--- src/rtl/fixed_point_alu_if.sv ---
// Operand, command and result bundle between the bus adapter and the fixed-point ALU.
interface fixed_point_alu_if #(parameter int N = 16);
  logic         start;
  logic [2:0]   op;
  logic [N-1:0] a;
  logic [N-1:0] b;
  logic         busy;
  logic         done;
  logic [N-1:0] result;

  modport master (output start, op, a, b, input busy, done, result);
  modport slave  (input start, op, a, b, output busy, done, result);
endinterface

--- src/rtl/fixed_point_alu.sv ---
// Signed Q(I).(F) ALU: ADD/SUB/NEG in one step, shift-add MUL over N cycles,
// restoring DIV over N+F cycles; one-cycle done pulse, result held until the next FINISH.
module fixed_point_alu #(
  parameter int INTEGER_PART_WIDTH    = 8,
  parameter int FRACTIONAL_PART_WIDTH = 8
) (
  input  logic               clk,
  input  logic               rst,
  fixed_point_alu_if.slave   bus
);
  localparam int N  = INTEGER_PART_WIDTH + FRACTIONAL_PART_WIDTH;
  localparam int F  = FRACTIONAL_PART_WIDTH;
  localparam int D  = N + F;
  localparam int CW = $clog2(D + 1);

  typedef enum logic [1:0] {S_IDLE, S_MUL, S_DIV, S_FINISH} state_t;

  state_t           state, state_n;
  logic [CW-1:0]    cnt, cnt_n;
  logic             neg, neg_n;
  logic [N-1:0]     mag_a, mag_a_n;
  logic [N-1:0]     mag_b, mag_b_n;
  logic [2*N-1:0]   prod, prod_n;
  logic [N-1:0]     rem, rem_n;
  logic [D-1:0]     dvd, dvd_n;
  logic [N-1:0]     result, result_n;

  logic [N-1:0]     mag_a_in, mag_b_in, quo;
  logic [N:0]       mul_sum, trial, diff;
  logic             qbit;

  always_comb begin
    state_n  = state;
    cnt_n    = cnt;
    neg_n    = neg;
    mag_a_n  = mag_a;
    mag_b_n  = mag_b;
    prod_n   = prod;
    rem_n    = rem;
    dvd_n    = dvd;
    result_n = result;
    mul_sum  = '0;
    trial    = '0;
    diff     = '0;
    qbit     = 1'b0;
    quo      = '0;
    mag_a_in = bus.a[N-1] ? -bus.a : bus.a;
    mag_b_in = bus.b[N-1] ? -bus.b : bus.b;

    case (state)
      // FINISH accepts a new start exactly like IDLE so back-to-back issue works.
      S_IDLE, S_FINISH: begin
        state_n = S_IDLE;
        if (bus.start) begin
          neg_n   = bus.a[N-1] ^ bus.b[N-1];
          mag_a_n = mag_a_in;
          mag_b_n = mag_b_in;
          cnt_n   = '0;
          state_n = S_FINISH;
          case (bus.op)
            3'd0: result_n = bus.a + bus.b;
            3'd1: result_n = bus.a - bus.b;
            3'd4: result_n = -bus.a;
            3'd2: begin
              prod_n  = {{N{1'b0}}, mag_b_in};
              state_n = S_MUL;
            end
            3'd3: begin
              if (bus.b == '0) begin
                result_n = bus.a[N-1] ? {1'b1, {(N-1){1'b0}}} : {1'b0, {(N-1){1'b1}}};
              end else begin
                rem_n   = '0;
                dvd_n   = {mag_a_in, {F{1'b0}}};
                state_n = S_DIV;
              end
            end
            default: result_n = '0;
          endcase
        end
      end
      S_MUL: begin
        // Multiplier sits in the low half and drains out as partial sums shift in.
        mul_sum = {1'b0, prod[2*N-1:N]} + (prod[0] ? {1'b0, mag_a} : {(N+1){1'b0}});
        prod_n  = {mul_sum, prod[N-1:1]};
        cnt_n   = cnt + 1'b1;
        if (cnt == CW'(N - 1)) begin
          quo      = prod_n[N+F-1:F];
          result_n = neg ? -quo : quo;
          state_n  = S_FINISH;
        end
      end
      S_DIV: begin
        trial = {rem, dvd[D-1]};
        diff  = trial - {1'b0, mag_b};
        qbit  = ~diff[N];
        rem_n = qbit ? diff[N-1:0] : trial[N-1:0];
        dvd_n = {dvd[D-2:0], qbit};
        cnt_n = cnt + 1'b1;
        if (cnt == CW'(D - 1)) begin
          quo      = dvd_n[N-1:0];
          result_n = neg ? -quo : quo;
          state_n  = S_FINISH;
        end
      end
      default: state_n = S_IDLE;
    endcase
  end

  always_ff @(posedge clk) begin
    if (rst) begin
      state  <= S_IDLE;
      cnt    <= '0;
      neg    <= 1'b0;
      mag_a  <= '0;
      mag_b  <= '0;
      prod   <= '0;
      rem    <= '0;
      dvd    <= '0;
      result <= '0;
    end else begin
      state  <= state_n;
      cnt    <= cnt_n;
      neg    <= neg_n;
      mag_a  <= mag_a_n;
      mag_b  <= mag_b_n;
      prod   <= prod_n;
      rem    <= rem_n;
      dvd    <= dvd_n;
      result <= result_n;
    end
  end

  assign bus.busy   = (state == S_MUL) || (state == S_DIV);
  assign bus.done   = (state == S_FINISH);
  assign bus.result = result;
endmodule

--- src/flat_wrapper.sv ---
// flat-port wrapper written by rule: the top's interface ports become plain ports
module fixed_point_alu_flat 
#(
  parameter int INTEGER_PART_WIDTH    = 8,
  parameter int FRACTIONAL_PART_WIDTH = 8
)
  (clk, rst, bus_start, bus_op, bus_a, bus_b, bus_busy, bus_done, bus_result);
  fixed_point_alu_if #(.N((16))) bus_i ();
  input  logic clk;
  input  logic rst;
  input wire logic [$bits(bus_i.start)-1:0] bus_start;
  input wire logic [$bits(bus_i.op)-1:0] bus_op;
  input wire logic [$bits(bus_i.a)-1:0] bus_a;
  input wire logic [$bits(bus_i.b)-1:0] bus_b;
  output wire logic [$bits(bus_i.busy)-1:0] bus_busy;
  output wire logic [$bits(bus_i.done)-1:0] bus_done;
  output wire logic [$bits(bus_i.result)-1:0] bus_result;
  assign bus_i.start = bus_start;
  assign bus_i.op = bus_op;
  assign bus_i.a = bus_a;
  assign bus_i.b = bus_b;
  assign bus_busy = bus_i.busy;
  assign bus_done = bus_i.done;
  assign bus_result = bus_i.result;
  fixed_point_alu #(.INTEGER_PART_WIDTH(INTEGER_PART_WIDTH), .FRACTIONAL_PART_WIDTH(FRACTIONAL_PART_WIDTH)) u_core (.clk(clk), .rst(rst), .bus(bus_i));
endmodule
--- config.mk ---
export PLATFORM = sky130hd
export DESIGN_NAME = fixed_point_alu_flat
export DESIGN_NICKNAME = d
export VERILOG_FILES = /design/src/rtl/fixed_point_alu_if.sv /design/src/rtl/fixed_point_alu.sv /design/src/flat_wrapper.sv
export SDC_FILE = /design/constraint.sdc
export NUM_CORES = 1
export LEC_CHECK = 0
export BUFFER_PORTS_ARGS = -buffer_cell sky130_fd_sc_hd__clkbuf_2
export CORE_MARGIN = 1
export CORE_UTILIZATION = 56
export DETAILED_ROUTE_END_ITERATION = 6
export GPL_ROUTABILITY_DRIVEN = 0
export PLACE_DENSITY = 0.82
export RECOVER_POWER = 50
export SLEW_MARGIN = 0
export SYNTH_ARGS = -nofsm -noshare
export SYNTH_HDL_FRONTEND = slang
export SYNTH_SLANG_ARGS = --single-unit
--- constraint.sdc ---
create_clock -name clk -period 4.1 [get_ports clk]
set_input_delay 0.41 -clock clk [delete_from_list [all_inputs] [get_ports clk]]
set_output_delay 0.41 -clock clk [all_outputs]
set_load 0.02 [all_outputs]
### Word level (Yosys, flattened, before mapping)

Index checks and enable logic that the tools add are counted.

| storage, ports and cells | value |
|---|---|
| bits of input ports | 38 |
| output and inout port bits | 18 |
| flip-flop bits (word level) | 128 |

| operators by class | value |
|---|---|
| bitwise operators | 2 |
| equal/unequal tests | 17 |
| add/sub/neg operators | 9 |
| multiplexer cells | 32 |
| reduce and logical (&&, ||, !) cells | 13 |

Operators by type and width:

| kind | count |
|---|---|
| $mux W16 | 14 |
| $pmux W16 S5 | 1 |
| $mux W24 | 3 |
| $mux W32 | 2 |
| $neg A16 Y16 | 4 |
| $pmux W32 S2 | 1 |
| $pmux W16 S3 | 1 |
| $pmux W24 S2 | 1 |
| $pmux W16 S2 | 1 |
| $add A16 B17 Y17 | 1 |
| $sub A17 B16 Y17 | 1 |
| $add A16 B16 Y16 | 1 |
| $logic_not A16 Y1 | 1 |
| $sub A16 B16 Y16 | 1 |
| $ne A2 B2 Y1 const B | 5 |
| $pmux W5 S2 | 1 |
| $eq A3 B2 Y1 const B | 2 |
| $mux W2 | 3 |
| $pmux W2 S3 | 1 |
| $add A5 B1 Y5 const B | 1 |
| $eq A5 B4 Y1 const B | 1 |
| $eq A5 B5 Y1 const B | 1 |
| $mux W5 | 1 |
| $reduce_and A5 Y1 | 1 |
| other kinds (18) | 23 |

### Longest topological paths before layout

Gate-level depths: netlist of run 1.

| logic depth | value |
|---|---|
| depth after elaboration | 6 |
| gate-level depth with buffers | 21 |
| gate-level depth less buffers | 21 |

### Worst setup path after synthesis of run 1

OpenSTA, ideal clock, no wires.

| timing | value |
|---|---|
| path kind | reg-to-reg |
| start | reg u_core.dvd[23] |
| end | reg u_core.result[14] (netlist: u_core.bus.result[14]) |
| stages on the path, launching flop included | 21 |
| setup time | 131 ps |
| buffers on the path | 0 |
| setup slack | 201 ps |
| clock period less this slack | 3899 ps |
| arrival | 3768 ps |
| cell sequence | dfxtp_1 > inv_1 > ha_1 > fa_1 > nor2b_1 > o31ai_2 > a21oi_1 > o21ai_1 > nand2_1 > a41oi_2 > xnor2_1 > inv_1 > ha_1 > nand2_1 > or3_1 > or3_1 > o31ai_1 > xor2_1 > o221ai_2 > a221oi_2 > nor3_1 |

| between the ends | value |
|---|---|
| word-level cells in the longest chain between the ends | 6 |

RTL lines:

| element | line | text |
|---|---|---|
| start, declared | fixed_point_alu.sv:25 | `logic [D-1:0] dvd, dvd_n;` |
| start signal, assigned | fixed_point_alu.sv:128 | `dvd <= dvd_n;` |
| $sub A17 B16 Y17 | fixed_point_alu.sv:94 | `diff = trial - {1'b0, mag_b};` |
| $not A1 Y1 | fixed_point_alu.sv:95 | `qbit = ~diff[N];` |
| $neg A16 Y16 | fixed_point_alu.sv:101 | `result_n = neg ? -quo : quo;` |
| $mux W16 | fixed_point_alu.sv:101 |  |
| $mux W16 | fixed_point_alu.sv:99 | `if (cnt == CW'(D - 1)) begin` |
| $pmux W16 S3 | fixed_point_alu.sv:50 | `case (state)` |
| end signal, assigned | fixed_point_alu.sv:129 | `result <= result_n;` |
| end, declared | fixed_point_alu.sv:26 | `logic [N-1:0] result, result_n;` |

Every way passes these cells. The select of a mux whose other input is x is not followed.
A chain may end at the register's enable or synchronous reset.

### Final worst setup path of run 1

Ends and elaborated chain as after synthesis.

==> results.tsv, run 1 <==
stage	metric	value	unit
worst_setup_path	data arrival time of the worst path	4.22	ns
placement	instance count after placement with tap cells included	1444	
worst_setup_path	worst path buffer plus inverter count	2	
synth	Yosys reg bits	128	
worst_setup_path	data required time at the worst endpoint	4.40	ns
synth	Post-synth EDFFs	0	
synth	most used standard cell by instance count after synthesis	nand2_1	
power_and_ir_drop	power density over the cells	626.3	mW/mm^2
cts	clock latency reported for the late side of the worst-skew pair	0.43	ns
final_layout	number of diodes	0	
die	number of top-level pins	56	
global_routing	GRT Util Overall	0.3279	
sta	Final Hold Fails	0	
synth	syn_area_per_cell	7.641	um^2
synth	total nets after synthesis	1315	
final_layout	fin util	0.6488	
cts	clock tree root buffer cell	clkbuf_16	
global_routing	first-pass GRT wire length	43.70	mm
final_layout	Area growth, synth to finish	12.13	%
die	DIE WIDTH	130.8	um
synth	share of async-settable or async-resettable flops after synthesis	0	
die	height of the die	130.8	um
worst_setup_path	maximum cell stage delay along the critical path	0.39	ns
synth	cell types with the highest counts after synthesis	nand2_1, nor2_1, dfxtp_1, a21oi_1, clkbuf_1	
routing	wire length per cell after detailed routing	18.50	um
final_layout	multi-input gate area in the final layout	0.006335	mm^2
cts	sinks on the clock net	128	
sta	Least-Margin Pin Slew	1.176	ns
final_layout	total number of nets in the final design	1346	
routing	per-cell via count in the routed design	6.409	
global_routing	maximum number of pins on one net before global-route repair	55	
global_routing	initial antenna violation count	0	
sta	minimum clock period after layout	3.918	ns
worst_setup_path	sort of element at the end of the critical path	flop	
power_and_ir_drop	Overall Power	6.525	mW
cts	number of buffers added by the clock tree synthesis step	17	
final_layout	final std cells w/o fill	1476	
synth	fraction of post-synthesis cell area in the top cell type by area	0.2758	
synth	register area share after synthesis	0.2758	
routing	count of routing violations after the opening detailed-route iteration	1050	
power_and_ir_drop	peak supply drop	0.0006465	V
die	area of the die	0.01711	mm^2
sta	setup slack of the critical path after layout	0.1820	ns
sta	Setup TNS Final	0	ns
final_layout	combined flip-flop and latch cell area	0.002562	mm^2
synth	Syn Std Cell Area	0.009291	mm^2
sta	max-slew violations	0	
sta	part of the cycle the worst path needs	0.9556	
worst_setup_path	family of cells with the greatest summed delay on the critical path	simple AND/OR/NAND/NOR gates	
final_layout	total of fill cells in the finished design	1304	
placement	Port-buffer cells	55	
synth	unique cell type count in the Yosys netlist	72	
sta	Rel. slew slack	0.2157	
cts	hold-fix buffers at CTS	0	
worst_setup_path	highest-delay cell along the critical path	fa_2	
final_layout	proportion of layout cells with a drive suffix above 1	0.1135	
sta	Fmax achieved	255.2	MHz
synth	Yosys warning total	0	
routing	count of unresolved DRC violations after routing	0	
die	starting density of the core	0.5786	
sta	RSZ-0062 raised after global routing	false	
routing	number of routed nets with antenna violations	0	
flow_run	number of max-cap violations	0	
routing	Routed Wire Length	27.31	mm
die	Floorplan Core Area	0.01606	mm^2
outcome	status	completed	
global_routing	vias in the first global route	8500	
power_and_ir_drop	leakage power	4.126	nW
routing	routed vias	9459	
worst_setup_path	Critical Path Fanout Max	5	
cts	clock slew at the register clock pins of the worst setup and hold paths	0.06	ns
global_routing	total grt overflow	0	
worst_setup_path	WS Path Type	flop to flop	
cts	clock tree from TritonCTS	built	
synth	post-synthesis cell count	1216	
worst_setup_path	crit-path cells	inv_1 > ha_1 > fa_2 > nor2b_4 > o31ai_4 > a21oi_2 > o21ai_1 > nand2_2 > a41oi_4 > xnor2_2 > inv_1 > ha_1 > nand2_1 > or3_1 > or3_4 > o31ai_4 > xor2_1 > o221ai_2 > a221oi_2 > nor3_1	
cts	H-tree depth	4	
worst_setup_path	element type at the critical path start	flop	
placement	half-perimeter wire length of the detailed placement result	19.32	mm
hold_path	worst min path class	primary input to flop	
sta	final setup violation count	0	
placement	worst setup timing slack at the placement stage	-0.08775	ns
cts	maximum buffer depth of the clock tree	2	
routing	number of optimization iterations in the first detailed-route pass	6	
sta	Worst Skew	0.008347	ns
synth	library cell with the largest summed area after synthesis	dfxtp_1	
synth	leading register cell type out of synthesis	dfxtp_1	
synth	top area cells in the synthesized netlist	dfxtp_1, ha_1, nand2_1	
die	Core Rows	46	
==> layer usage <==
| metal | track usage | wire [um] | vias to the layer above |
|---|---|---|---|
| met3 | 0.05252 | 2747 | 78 |
| met4 | 0.1400 | 973 | 0 |
| met5 | 0 | 0 | - |
| met1 | 0.4571 | 11570 | 4429 |
| li1 | - | - | 4390 |
| met2 | 0.5005 | 12020 | 562 |
==> registers in the layout, indices dropped and copies added, names as in the netlist <==
register           count
u_core.prod           32
u_core.dvd            24
u_core.bus.result     16
u_core.mag_a          16
u_core.mag_b          16
u_core.rem            16
u_core.cnt             5
u_core.state           2
u_core.neg             1
==> final cells by class <==
| cell class | count | share of cell area |
|---|---|---|
| well taps | 216 | 0.02594 |
| inverters | 39 | 0.01405 |
| clock inverters | 14 | 0.01513 |
| clock buffers | 18 | 0.04215 |
| flip-flops and latches | 128 | 0.2459 |
| repair buffers | 89 | 0.04876 |
| multi-input cells | 972 | 0.6080 |
==> metrics by stage <==
stage	cell area, um^2	hold slack, ns
3_3_place_gp	9807	0.4401
5_1_grt	10420	0.3448
6_report	10420	0.3481
3_5_place_dp	9807	0.4449
2_1_floorplan	9291	0.4315
4_1_cts	10420	0.3075
==> where the power goes <==
part	switching [mW]	internal, mW
clock network	0.631	0.920
logic	2.07	1.13
registers	0.240	1.53
total	2.95	3.58
==> layout by cell type (no fill, tap or decap), types with 13 or more instances in the layout <==
| cell | count |
|---|---|
| dfxtp_1 | 128 |
| nand2b_1 | 21 |
| ha_1 | 57 |
| inv_1 | 39 |
| xnor2_1 | 49 |
| a31oi_1 | 14 |
| a22oi_1 | 26 |
| mux2_2 | 13 |
| nor3_1 | 24 |
| and2_1 | 21 |
| clkbuf_2 | 36 |
| nand3_1 | 28 |
| nand2_1 | 159 |
| o21ai_0 | 57 |
| a21oi_1 | 85 |
| clkbuf_1 | 22 |
| buf_4 | 29 |
| nor2_1 | 128 |
| xor2_1 | 54 |
| or3_1 | 24 |
| a221oi_1 | 14 |
| a211oi_1 | 50 |
| clkbuf_16 | 17 |
==> timing repair <==
item                                    4_1_cts  5_1_grt
setup buffers                                 0        0
endpoints found under the setup margin        4        4
resized for setup                             3        9
pin swaps                                     0        2
==> worst register-to-register path, stage by stage (launching register included) <==
cell and delay (ns):
dfxtp_1 0.33, inv_1 0.05, ha_1 0.22, fa_2 0.39
nor2b_4 0.16, o31ai_4 0.09, a21oi_2 0.16, o21ai_1 0.11
nand2_2 0.12, a41oi_4 0.15, xnor2_2 0.17, inv_1 0.09
ha_1 0.16, nand2_1 0.06, or3_1 0.35, or3_4 0.39
o31ai_4 0.21, xor2_1 0.21, o221ai_2 0.12, a221oi_2 0.18
nor3_1 0.06
==> logic make-up after synthesis <==
kind of cell / after synthesis / share of synthesized area
and+or+nand+nor: 456 / 0.2304
AOI/OAI and AO/OA: 331 / 0.2370
DFF: 128 / 0.2758
buffers and inverters: 116 / 0.05090
xor gates and xnor gates: 104 / 0.09803
adders and majority gates: 61 / 0.08457
muxes: 20 / 0.02330
==> final timing paths <==
kind | cells past startpoint | end | slack (ns) | start
hold reg to reg | 2 | u_core.prod[2] | 0.45 | u_core.prod[2]
setup / recovery | 20 | u_core.bus.result[14] | 0.18 | u_core.dvd[23]
hold / removal | 3 | u_core.mag_a[0] | 0.35 | bus_a[0]
setup reg to reg | 20 | u_core.bus.result[14] | 0.18 | u_core.dvd[23]
(Power assumes the default switching activity.)
==> inputs of run 2 (changes only) <==
CORE_UTILIZATION = 60   (was 56)
PLACE_DENSITY = 0.84   (was 0.82)
clock period = 5 ns   (was 4.1 ns; I/O delays follow)
==> results.tsv, run 2 (synthesis results as in run 1) <==
stage	metric	value	unit
sta	Worst Skew	0.01149	ns
power_and_ir_drop	switching share of power	0.4534	
cts	H-tree depth	4	
worst_setup_path	highest-delay cell along the critical path	fa_1	
global_routing	first-pass GRT wire length	42.80	mm
cts	number of buffers added by the clock tree synthesis step	17	
routing	wire length per cell after detailed routing	18.67	um
global_routing	total grt overflow	0	
die	area of the die	0.01599	mm^2
final_layout	most common cell after layout, fill and taps aside	nand2_1	
routing	per-cell via count in the routed design	6.483	
worst_setup_path	Critical Path Fanout Max	6	
global_routing	vias in the first global route	8265	
routing	number of optimization iterations in the first detailed-route pass	7	
final_layout	Area growth, synth to finish	9.588	%
sta	Least-Margin Pin Slew	4.105	ns
worst_setup_path	crit-path cells	inv_1 > ha_1 > fa_1 > nor2b_1 > o31ai_2 > a21oi_1 > o21ai_1 > nand2_1 > a41oi_2 > xnor2_2 > inv_1 > ha_1 > nand2_1 > or3_1 > or3_1 > o31ai_1 > xor2_1 > o221ai_2 > a221oi_2 > nor3_1	
final_layout	total of fill cells in the finished design	1187	
power_and_ir_drop	Reg power frac	0.281	
final_layout	proportion of layout cells with a drive suffix above 1	0.09831	
routing	number of routed nets with antenna violations	0	
worst_setup_path	element type at the critical path start	flop	
sta	Final Hold Fails	0	
worst_setup_path	sort of element at the end of the critical path	flop	
sta	RSZ-0062 raised after global routing	false	
sta	smallest hold slack	0.3996	ns
final_layout	Reg with most FFs	u_core.prod	
outcome	violations in the final reports	max-capacitance violations, max-slew violations	
final_layout	final std cells w/o fill	1429	
cts	post-CTS sizing	0	
routing	count of unresolved DRC violations after routing	0	
die	Floorplan Core Area	0.01515	mm^2
outcome	status	complete, but fails checks	
power_and_ir_drop	relative contribution of combinational cells to total power	0.475	
final_layout	max reg flops	32	
final_layout	Top Registers	u_core.prod (32), u_core.dvd (24)	
sta	minimum clock period after layout	4.518	ns
cts	clock latency reported for the late side of the worst-skew pair	0.44	ns
worst_setup_path	data required time at the worst endpoint	5.13	ns
sta	max-slew violations	88	
routing	routed vias	9264	
sta	part of the cycle the worst path needs	0.9036	
cts	hold-fix buffers at CTS	0	
cts	sinks on the clock net	128	
cts	maximum buffer depth of the clock tree	2	
power_and_ir_drop	power density over the cells	514.9	mW/mm^2
power_and_ir_drop	peak supply drop	0.0004049	V
flow_run	number of max-cap violations	1	
die	starting density of the core	0.6135	
cts	post-CTS setup buffer count	0	
hold_path	worst min path class	primary input to flop	
worst_setup_path	WS Path Type	flop to flop	
placement	half-perimeter wire length of the detailed placement result	18.93	mm
cts	clock tree from TritonCTS	built	
sta	Rel. slew slack	-1.737	
final_layout	total number of nets in the final design	1327	
global_routing	GRT Util Overall	0.3381	
sta	Setup TNS Final	0	ns
routing	Routed Wire Length	26.68	mm
sta	final setup violation count	0	
power_and_ir_drop	relative contribution of the clock network to total power	0.244	
cts	clock tree root buffer cell	clkbuf_16	
global_routing	maximum number of pins on one net before global-route repair	88	
power_and_ir_drop	total net switching power	2.377	mW
die	Core Rows	45	
die	height of the die	126.4	um
placement	Port-buffer cells	55	
final_layout	number of diodes	0	
placement	instance count after placement with tap cells included	1397	
worst_setup_path	data arrival time of the worst path	4.65	ns
die	number of top-level pins	56	
power_and_ir_drop	leakage power	4.042	nW
cts	clock slew at the register clock pins of the worst setup and hold paths	0.06	ns
power_and_ir_drop	internal power consumption	2.865	mW
die	DIE WIDTH	126.4	um
sta	Fmax achieved	221.3	MHz
final_layout	leading cell types in the layout, fill and taps excluded	nand2_1, nor2_1, dfxtp_1	
global_routing	initial antenna violation count	0	
worst_setup_path	maximum cell stage delay along the critical path	0.40	ns
routing	count of routing violations after the opening detailed-route iteration	1011	
run 2: cell types whose count changed in the layout (fill, tap and decap cells not counted), moves of 2 or more:
| cell | delta |
|---|---|
| buf_4 | -15 |
| inv_6 | +5 |
| clkbuf_1 | -4 |
| clkinv_4 | -3 |
| clkbuf_2 | +2 |
| o31ai_1 | +2 |
| o31ai_4 | -2 |
run 2: stage by stage:
| step | power [mW] | setup WS, ns | util | cell area [um^2] |
|---|---|---|---|---|
| floorplan | 3.266 | 1.101 | - | 9291 |
| global placement | 3.853 | 0.8668 | 0.6349 | 9617 |
| detailed placement | 3.905 | 0.7497 | 0.6349 | 9617 |
| CTS | 5.192 | 0.6931 | 0.6743 | 10210 |
| global route | 5.514 | 0.2767 | 0.6723 | 10180 |
| finish | 5.243 | 0.4820 | 0.6723 | 10180 |
run 2: final cells by class:
type	count	area, um^2	area share
clock buffer	17	425.4	0.04178
clock inverter	15	170.2	0.01671
inverter	39	146.4	0.01438
multi-input combinational	972	6280	0.6167
sequential	128	2562	0.2517
tap	188	235.2	0.02310
timing repair buffer	70	362.8	0.03564
run 2: metal layers:
layer | track usage | wire, um
met2 | 0.5135 | 11830
met1 | 0.4597 | 11030
met4 | 0.1658 | 970
met3 | 0.06495 | 2853
met5 | 0 | 0
run 2: path summary, 6_finish.rpt:
kind	cells after the start	to	startpoint	slack (ns)
max	20	u_core.bus.result[14]	u_core.dvd[23]	0.48
min reg2reg	2	u_core.mag_a[0]	u_core.mag_a[0]	0.46
max reg2reg	20	u_core.bus.result[14]	u_core.dvd[23]	0.48
min	3	u_core.mag_b[0]	bus_b[0]	0.40
run 2: critical path, delay by kind of cell (launching register included):
family          cells  cell delay (ns)
compound gates      7             1.24
flops               1             0.36
buf+inv             2             0.23
simple gates        6             1.19
xor+xnor            2             0.40
fa+ha+maj           3             0.81
run 2: power by group through the flow:
stage          combinational (mW)  clock [mW]  sequential (mW)
2_1_floorplan                1.81           0             1.46
3_3_place_gp                 2.38           0             1.47
3_5_place_dp                 2.43           0             1.48
4_1_cts                      2.45        1.28             1.46
5_1_grt                      2.69        1.33             1.49
6_report                     2.49        1.28             1.47
